--- config.mk ---
export PLATFORM = sky130hd
export DESIGN_NAME = seg7_scan_capture
export DESIGN_NICKNAME = d
export VERILOG_FILES = /design/src/rtl/seg7_pkg.sv /design/src/rtl/seg7_decode.sv /design/src/rtl/seg7_scan_capture.sv
export SDC_FILE = /design/constraint.sdc
export NUM_CORES = 1
export LEC_CHECK = 0
export CORE_AREA = 2 2 78 110
export CTS_BUF_LIST = sky130_fd_sc_hd__clkbuf_8 sky130_fd_sc_hd__clkbuf_16
export DETAILED_ROUTE_END_ITERATION = 7
export DIE_AREA = 0 0 80 112
export PLACE_DENSITY = 0.78
export RECOVER_POWER = 50
export REMOVE_ABC_BUFFERS = 1
export SLEW_MARGIN = 20
export SYNTH_ARGS = -nofsm -noshare
export SYNTH_HDL_FRONTEND = slang
export SYNTH_SLANG_ARGS = --single-unit
--- constraint.sdc ---
create_clock -name clk -period 5.3 [get_ports clk]
set_input_delay 1.06 -clock clk [delete_from_list [all_inputs] [get_ports clk]]
set_output_delay 1.06 -clock clk [all_outputs]
set_load 0.01 [all_outputs]
--- src/rtl/seg7_pkg.sv ---
// ============================================================================
// seg7_pkg : segment codes, capture FSM states and decode result type
// Rev 1.0
// ============================================================================
`timescale 1ns/1ps
`default_nettype none

package seg7_pkg;

   // Segment patterns, active high, bit order gfedcba
   localparam logic [6:0] SEG7_0     = 7'h3f;
   localparam logic [6:0] SEG7_1     = 7'h06;
   localparam logic [6:0] SEG7_2     = 7'h5b;
   localparam logic [6:0] SEG7_3     = 7'h4f;
   localparam logic [6:0] SEG7_4     = 7'h66;
   localparam logic [6:0] SEG7_5     = 7'h6d;
   localparam logic [6:0] SEG7_6     = 7'h7d;
   localparam logic [6:0] SEG7_7     = 7'h07;
   localparam logic [6:0] SEG7_8     = 7'h7f;
   localparam logic [6:0] SEG7_9     = 7'h6f;
   localparam logic [6:0] SEG7_BLANK = 7'h00;

   typedef enum logic [1:0] {
      ST_IDLE   = 2'd0,
      ST_TRACK  = 2'd1,
      ST_LOCKED = 2'd2
   } seg7_cap_state_t;

   typedef struct packed {
      logic [3:0] bcd;
      logic       legal;
      logic       blank;
   } seg7_dec_t;

endpackage

`default_nettype wire

--- src/rtl/seg7_decode.sv ---
// ============================================================================
// seg7_decode : combinational segment pattern to BCD decoder
// Rev 1.0
// ============================================================================
`timescale 1ns/1ps
`default_nettype none

module seg7_decode
   import seg7_pkg::*;
(
   input  logic [6:0] num,
   output seg7_dec_t  dec
);

   always_comb begin
      dec       = '0;
      dec.legal = 1'b1;
      case (num)
         SEG7_0:     dec.bcd = 4'd0;
         SEG7_1:     dec.bcd = 4'd1;
         SEG7_2:     dec.bcd = 4'd2;
         SEG7_3:     dec.bcd = 4'd3;
         SEG7_4:     dec.bcd = 4'd4;
         SEG7_5:     dec.bcd = 4'd5;
         SEG7_6:     dec.bcd = 4'd6;
         SEG7_7:     dec.bcd = 4'd7;
         SEG7_8:     dec.bcd = 4'd8;
         SEG7_9:     dec.bcd = 4'd9;
         SEG7_BLANK: begin
            dec.legal = 1'b0;
            dec.blank = 1'b1;
         end
         default:    dec.legal = 1'b0;
      endcase
   end

endmodule

`default_nettype wire

--- src/rtl/seg7_scan_capture.sv ---
// ============================================================================
// seg7_scan_capture : samples a multiplexed 7-segment bus and captures BCD
// Optional stale timeout enabled by defining SEG7_STALE_TIMEOUT_EN.
// Rev 1.0
// ============================================================================
`timescale 1ns/1ps
`default_nettype none

module seg7_scan_capture
   import seg7_pkg::*;
#(
   parameter int NUM_DIGITS  = 8,
   parameter int STABLE_CYC  = 4,
   parameter int TIMEOUT_CYC = 1024
) (
   input  logic                          clk,
   input  logic                          rst_n,
   input  logic [NUM_DIGITS-1:0]         ds,
   input  logic [6:0]                    num,
   output logic [4*NUM_DIGITS-1:0]       digits,
   output logic [NUM_DIGITS-1:0]         digit_valid,
   output logic                          upd,
   output logic [$clog2(NUM_DIGITS)-1:0] upd_idx,
   output logic                          code_err,
   output logic                          stale
);

   localparam int         IDX_W      = $clog2(NUM_DIGITS);
   localparam int         SMP_W      = NUM_DIGITS + 7;
   localparam logic [3:0] STABLE_LIM = 4'(STABLE_CYC);

   if (NUM_DIGITS < 2 || NUM_DIGITS > 16 || (NUM_DIGITS & (NUM_DIGITS - 1)) != 0 ||
       STABLE_CYC < 2 || STABLE_CYC > 15 || TIMEOUT_CYC < 2) begin : g_param_check
      $error("seg7_scan_capture: illegal parameter set");
   end

   logic [NUM_DIGITS-1:0]   ds_s1_q, ds_s_q;
   logic [6:0]              num_s1_q, num_s_q;
   logic [SMP_W-1:0]        sample, prev_sample_q;
   seg7_cap_state_t         state_q, state_d;
   logic [3:0]              cnt_q, cnt_d;
   logic [4*NUM_DIGITS-1:0] digits_q, digits_d;
   logic [NUM_DIGITS-1:0]   valid_q, valid_d;
   logic                    upd_q, upd_d;
   logic [IDX_W-1:0]        upd_idx_q, upd_idx_d;
   logic                    code_err_q, code_err_d;
   logic                    sel_ok;
   logic [IDX_W-1:0]        sel_idx;
   logic                    capture;
   seg7_dec_t               dec;

`ifdef SEG7_STALE_TIMEOUT_EN
   localparam int               TMO_W   = $clog2(TIMEOUT_CYC);
   localparam logic [TMO_W-1:0] TMO_LIM = TMO_W'(TIMEOUT_CYC - 1);
   logic [TMO_W-1:0] tmo_q, tmo_d;
   logic             stale_q, stale_d;
`endif

   assign sample = {ds_s_q, num_s_q};

   seg7_decode u_decode (
      .num (num_s_q),
      .dec (dec)
   );

   // Exactly one select line low means a single digit is being driven
   always_comb begin
      sel_ok  = $onehot(~ds_s_q);
      sel_idx = '0;
      for (int i = 0; i < NUM_DIGITS; i++) begin
         if (!ds_s_q[i]) sel_idx = i[IDX_W-1:0];
      end
   end

   always_comb begin
      state_d    = state_q;
      cnt_d      = cnt_q;
      digits_d   = digits_q;
      valid_d    = valid_q;
      upd_d      = 1'b0;
      upd_idx_d  = upd_idx_q;
      code_err_d = 1'b0;
      capture    = 1'b0;

      if (!sel_ok) begin
         state_d = ST_IDLE;
         cnt_d   = 4'd0;
      end else begin
         case (state_q)
            ST_IDLE: begin
               state_d = ST_TRACK;
               cnt_d   = 4'd1;
            end
            ST_TRACK: begin
               if (sample != prev_sample_q) begin
                  cnt_d = 4'd1;
               end else if (cnt_q + 4'd1 == STABLE_LIM) begin
                  capture = 1'b1;
                  state_d = ST_LOCKED;
                  cnt_d   = STABLE_LIM;
               end else begin
                  cnt_d = cnt_q + 4'd1;
               end
            end
            ST_LOCKED: begin
               if (sample != prev_sample_q) begin
                  state_d = ST_TRACK;
                  cnt_d   = 4'd1;
               end
            end
            default: begin
               state_d = ST_IDLE;
               cnt_d   = 4'd0;
            end
         endcase
      end

      if (capture) begin
         if (dec.legal) begin
            digits_d[{sel_idx, 2'b00} +: 4] = dec.bcd;
            valid_d[sel_idx]                = 1'b1;
            upd_d                           = 1'b1;
            upd_idx_d                       = sel_idx;
         end else if (dec.blank) begin
            valid_d[sel_idx] = 1'b0;
            upd_d            = 1'b1;
            upd_idx_d        = sel_idx;
         end else begin
            code_err_d = 1'b1;
         end
      end

`ifdef SEG7_STALE_TIMEOUT_EN
      tmo_d   = tmo_q;
      stale_d = stale_q;
      // A fresh capture always wins over an expiring timeout in the same cycle
      if (upd_d) begin
         tmo_d   = '0;
         stale_d = 1'b0;
      end else if (tmo_q == TMO_LIM) begin
         stale_d = 1'b1;
         valid_d = '0;
      end else begin
         tmo_d = tmo_q + 1'b1;
      end
`endif
   end

   always_ff @(posedge clk or negedge rst_n) begin
      if (!rst_n) begin
         ds_s1_q       <= '1;
         ds_s_q        <= '1;
         num_s1_q      <= '0;
         num_s_q       <= '0;
         prev_sample_q <= {{NUM_DIGITS{1'b1}}, 7'h00};
         state_q       <= ST_IDLE;
         cnt_q         <= 4'd0;
         digits_q      <= '0;
         valid_q       <= '0;
         upd_q         <= 1'b0;
         upd_idx_q     <= '0;
         code_err_q    <= 1'b0;
`ifdef SEG7_STALE_TIMEOUT_EN
         tmo_q         <= '0;
         stale_q       <= 1'b0;
`endif
      end else begin
         ds_s1_q       <= ds;
         ds_s_q        <= ds_s1_q;
         num_s1_q      <= num;
         num_s_q       <= num_s1_q;
         prev_sample_q <= sample;
         state_q       <= state_d;
         cnt_q         <= cnt_d;
         digits_q      <= digits_d;
         valid_q       <= valid_d;
         upd_q         <= upd_d;
         upd_idx_q     <= upd_idx_d;
         code_err_q    <= code_err_d;
`ifdef SEG7_STALE_TIMEOUT_EN
         tmo_q         <= tmo_d;
         stale_q       <= stale_d;
`endif
      end
   end

   assign digits      = digits_q;
   assign digit_valid = valid_q;
   assign upd         = upd_q;
   assign upd_idx     = upd_idx_q;
   assign code_err    = code_err_q;
`ifdef SEG7_STALE_TIMEOUT_EN
   assign stale       = stale_q;
`else
   assign stale       = 1'b0;
`endif

endmodule

`default_nettype wire

# Word level (Yosys, flattened, before mapping)
# Index checks and enable logic that the tools add are counted.
classes:
  shifts: 2
  add_sub_neg: 9
  div_mod_pow: 0
  mul: 0
  n_lt_le_gt_ge: 2
  muxes: 37
  reduce_logical: 8
  eq_ne: 18
  bitwise: 4
ops:
  columns: ["cell", "n"]
  rows:
  - ["$eq 7x7->1 const B", 7]
  - ["$pmux 4 s9", 1]
  - ["$bwmux 32", 1]
  - ["$shift 4x7->32 const A", 1]
  - ["$shiftx 4x7->32", 1]
  - ["$mux 3", 8]
  - ["$mux 4", 4]
  - ["$mux 8", 2]
  - ["$not 8->8", 2]
  - ["$ne 15x15->1", 1]
  - ["$eq 7x3->1 const B", 2]
  - ["$mux 1", 14]
  - ["$pmux 4 s3", 1]
  - ["$reduce_or 10->1", 1]
  - ["$ne 3x3->1 const B", 3]
  - ["$add 1x1->2", 4]
  - ["$and 8x8->8", 1]
  - ["$mux 2", 4]
  - ["$or 8x8->8", 1]
  - ["$eq 7x6->1 const B", 1]
  - ["$logic_not 7->1", 1]
  - ["$neg 5->7", 1]
  - ["$add 2x2->3", 2]
  - ["$pmux 2 s3", 1]
  - ["14 further kinds", 15]
word_totals:
  word_cells: 92
  out_inout_bits: 46
  ram_bits: 0
  inputBits: 17
  latch_bits: 0
  mem_bits_ro: 0
  register_bits: 96
  mem_count: 0

# Depth between registers and ports, before layout
logic_depth:
  word_depth: 15
  ltp_mapped: 14
  ltp_nobuf: 13

# By module
# From an unflattened synthesis, not the netlist that was laid out.
hier_totals:
  hier_cells: 308
  hier_area_um2: 4226.6
modules_own_cells:
  columns: ["module", "cells_each", "area_per_inst_um2", "instances", "seq_area_each_um2"]
  rows:
  - ["seg7_scan_capture", 280, 4043.9, 1, 2432.3]
  - ["seg7_decode", 28, 182.7, 1, 0.0]

# Least setup slack after synthesis
# No wires, ideal clock.
synth_timing:
  path_kind: "register -> register"
  start: "register ds_s_q[3]"
  end: "register digits_q[28], in the netlist digits[28]"
  period_less_slack_ns: 4.153
  path_buffers: 1
  stages_incl_launch_ff: 15
  setup_time_ns: 0.125
  path_slack_ns: 1.147
  arrival_ns: 4.028
  path_cell_list: "dfstp_2 > fa_1 > inv_1 > fa_1 > fa_1 > ha_1 > inv_1 > fa_1 > a211oi_1 > mux2i_1 > nor2_1 > nand4bb_4 > buf_6 > nor3_4 > mux2_2"
synth_via:
  elab_chain_cells: 8
  elab_cells_between_ends: 19
  cone_classes: "4 x add/sub; 2 x eq/ne; 2 x shift; 9 x mux; 1 x bitwise; 1 x reduce/logical"
synth_rtl:
  columns: ["item", "line", "source"]
  rows:
  - ["start, declared", "seg7_scan_capture.sv:37", "logic [NUM_DIGITS-1:0] ds_s1_q, ds_s_q;"]
  - ["start signal, assigned", "seg7_scan_capture.sv:169", "ds_s_q <= ds_s1_q;"]
  - ["$mux 3 (5 in a row)", "seg7_scan_capture.sv:71", "if (!ds_s_q[i]) sel_idx = i[IDX_W-1:0];"]
  - ["$neg 5->7", "seg7_scan_capture.sv:120", "digits_d[{sel_idx, 2'b00} +: 4] = dec.bcd;"]
  - ["$shiftx 4x7->32 or $shift 4x7->32 (tied branches)", "seg7_scan_capture.sv:120", null]
  - ["$bwmux 32", "seg7_scan_capture.sv:120", null]
  - ["end signal, assigned", "seg7_scan_capture.sv:175", "digits_q <= digits_d;"]
  - ["end, declared", "seg7_scan_capture.sv:42", "logic [4*NUM_DIGITS-1:0] digits_q, digits_d;"]
# Parallel ways exist; a longest one is shown, timed or not.
# A chain may end at the register's enable or synchronous reset.

# Final worst setup path
layout_timing:
  start: "register ds_s_q[3]"
  end: "register digits_q[7], in the netlist digits[7]"
# The elaborated chain is that of the path after synthesis.

==> qor.yml <==
p_int_mw: 1.18
max_clock_freq_mhz: 206
clk_latency_ns: 0.34
grt_first_pass_wirelength_um: 13600
clk_path_buf_depth: 2
yosysSeqAreaShare_pct: 57.7
cp.required_ns: 5.52
crit_top_cell: "fa_1"
maxSlewViolCount: 46
async_flop_share_pct: 100
htreeDepth: 3
rsz0062_at_grt: "false"
cts_made_buffers: 9
firstDrtPassIters: 4
violations: "capacitance limit, slew limit"
crit_path_start_kind: "register"
synth_top_area_share_pct: 42.8
cts_tree: "yes"
ys_types: 62
final_core_util_pct: 64.5
synth_warnings: 0
synth_area_mm2: 0.00421
drive_gt1_share_pct: 23.4
setup_viol_count_final: 0
nets: 395
clkTransAtPathRegs_ns: 0.06
die_w_um: 80
synth_ff_type: "dfrtp_1"
power_density_mw_per_mm2: 298
ys_seq_elements: 96
synth_edf_count: 0
routed-via-count: 2580
cp_slowest_cell: "dfstp_1"
portBuffers: 61
first_global_vias: 2723
ys_top_cells_by_area: "dfrtp_1 43%, dfstp_2 15%, mux2_2 8.8%, xnor2_1 3.3%, ha_1 2.1%"
p_comb_share_pct: 7.6
cts_sinks: 96
worstPathArrival_ns: 5.08
p_seq_share_pct: 51.4
core_mm2: 0.00800
cts_hold_buf: 0
syn_inst: 305
hold_viol_final: 0
critical-path-top-delay-family: "adder cells"
area_growth_syn_to_layout_pct: 22.4
p_sw_mw: 0.359
gp_congestion: 0.860
grt_usage_pct: 20.0
clockRootBuffer: "clkbuf_16"
wl_um: 7960
viasPerCell: 5.44
cts_setup_buffers: 0
start_util_pct: 52.7
critPathMaxFanout: 14
outcome: "finished, violations left"
num_rows: 39
clkPwrFrac_pct: 41.0
post-synth-top-area-cell: "dfrtp_1"
antenna_left: 0
gr-total-overflow: 0
fin_skew_ns: 0.00788
p_leak_nw: 2.27
crit_buf_inv: 2
max_cap_viol_count: 1
avgSynthCellArea_um2: 13.8
worstPathCellList: "fa_1 > inv_1 > fa_1 > fa_1 > ha_1 > inv_1 > fa_1 > a211oi_1 > mux2i_1 > nor2_1 > nand4bb_4 > nor4b_2 > mux2_2"
setup_tns_ns: 0
worst_setup_path_end_kind: "register"
cpPeakStageDelay_ns: 0.64
grt_max_degree: 53
diodes: 0
drc: 0
fp.dieArea_mm2: 0.00896
tightest_slew_ns: 2.30
fin_crit_ns: 4.86
hpwlAfterDp_um: 5730
chipHeight_um: 112
worstHoldPathType: "register to register"
wl_per_cell_um: 16.8
critical_path_class: "register to register"
n_fill_cell: 626
drt-initial-drc-count: 116
fin_crit_sh_pct: 91.7
io_pins: 63
grt_antenna_before_repair: 0
cts_resized: 0
switching_share_pct: 23.4
maxSlewHeadroom_pct: -53.2
ir_drop_mv: 0.196
[flip-flops by register name, indices dropped and copies added (netlist names), named ones only]
| signal | flops |
|---|---|
| upd | 1 |
| upd_idx | 3 |
| num_s1_q | 7 |
| cnt_q | 4 |
| code_err | 1 |
| digits | 32 |
| state_q | 2 |
| prev_sample_q | 15 |
| ds_s_q | 8 |
| ds_s1_q | 8 |
| num_s_q | 7 |
[layout by cell type (no fill, tap or decap), types with 5 or more instances in the layout]
cell type        count
nand3_1              8
dfstp_1             10
clkbuf_16            9
o31ai_1              7
mux2_2              33
dfrtp_1             72
nor4_1               6
ha_1                 7
nor3_4               5
nor2_1               8
nand2_1              9
inv_1               17
clkdlybuf4s50_1     45
dlygate4sd3_1       15
xnor2_1             16
dfstp_2             14
nor3_1               5
mux2i_1              5
[synth_stat cells (all sizes together), types with 3 or more instances]
| library cell | number |
|---|---|
| dfrtp | 72 |
| mux2 | 35 |
| dfstp | 24 |
| inv | 17 |
| xnor2 | 16 |
| buf | 10 |
| nor3 | 10 |
| nand2 | 9 |
| nor2 | 9 |
| nand3 | 8 |
| ha | 7 |
| nor4 | 7 |
| o31ai | 7 |
| mux2i | 5 |
| fa | 4 |
| nand4 | 4 |
| nor2b | 4 |
| or3 | 4 |
| a21oi | 3 |
| a22oi | 3 |
| and3 | 3 |
| nand2b | 3 |
| nor3b | 3 |
| nor4b | 3 |
| o21ai | 3 |
| or4 | 3 |
| xor2 | 3 |
[cell type report]
cell class | count | area, um2 | area share (%)
multi-input cells | 180 | 1620 | 31.4
well taps | 102 | 128 | 2.47
flip-flops and latches | 96 | 2430 | 47.1
inverters | 17 | 63.8 | 1.24
repair buffers | 63 | 617 | 12.0
clock inverters | 7 | 72.6 | 1.41
clock buffers | 9 | 225 | 4.36
[path summary, 6_finish.rpt]
kind                       slack, ns                   from                    end  depth (start not counted)
max                             0.44    ds_s_q[3]$_DFF_PN1_  digits[7]$_DFFE_PN0P_                         13
min                             0.35  num_s1_q[4]$_DFF_PN0_   num_s_q[4]$_DFF_PN0_                          0
max reg2reg                     0.44    ds_s_q[3]$_DFF_PN1_  digits[7]$_DFFE_PN0P_                         13
min reg2reg                     0.35  num_s1_q[4]$_DFF_PN0_   num_s_q[4]$_DFF_PN0_                          0
max in group asynchronous       1.73                  rst_n     code_err$_DFF_PN0_                          2
min in group asynchronous       1.41                  rst_n  num_s1_q[6]$_DFF_PN0_                          1
[kinds of logic after synthesis]
family / share of synthesized area (%)
AO/OA/AOI/OAI: 4.28
XOR/XNOR: 3.95
flip-flops: 57.7
other: 0.0890
multiplexers: 10.7
buffers and inverters: 3.80
AND/OR/NAND/NOR: 15.5
adder cells (fa/ha/maj): 3.98
[metal layers]
layer	vias up	GRT usage, %	part of all wire [%]
met1	1295	26.1	44
met2	59	31.8	49
met4	0	9.04	2.7
met3	18	4.46	3.7
met5	-	0	0
li1	1208	-	-
[through the flow]
step	cell area (um2)	setup slack, ns	power, mW	instances	hold WS, ns
5_1_grt	5160	0.199	1.60	474	0.357
4_1_cts	5170	0.520	1.56	474	0.352
3_3_place_gp	4870	0.743	0.918	458	0.334
3_5_place_dp	4870	0.499	0.925	458	0.339
6_report	5160	0.442	1.54	474	0.350
2_1_floorplan	4120	0.975	0.871	293	0.331
[worst register-to-register path, cell delays in order, from the launching register on]
cell,delay (ns)
dfstp_1,0.64
fa_1,0.47
inv_1,0.08
fa_1,0.42
fa_1,0.49
ha_1,0.16
inv_1,0.06
fa_1,0.39
a211oi_1,0.21
mux2i_1,0.12
nor2_1,0.35
nand4bb_4,0.39
nor4b_2,0.58
mux2_2,0.40
[power by group through the flow]
stage          registers (mW)  logic (mW)  clock network [mW]
2_1_floorplan           0.795      0.0758                   0
3_3_place_gp            0.803       0.115                   0
3_5_place_dp            0.804       0.121                   0
4_1_cts                 0.791       0.122               0.642
5_1_grt                 0.793       0.132               0.678
6_report                0.790       0.117               0.629
(Power assumes the default switching activity.)
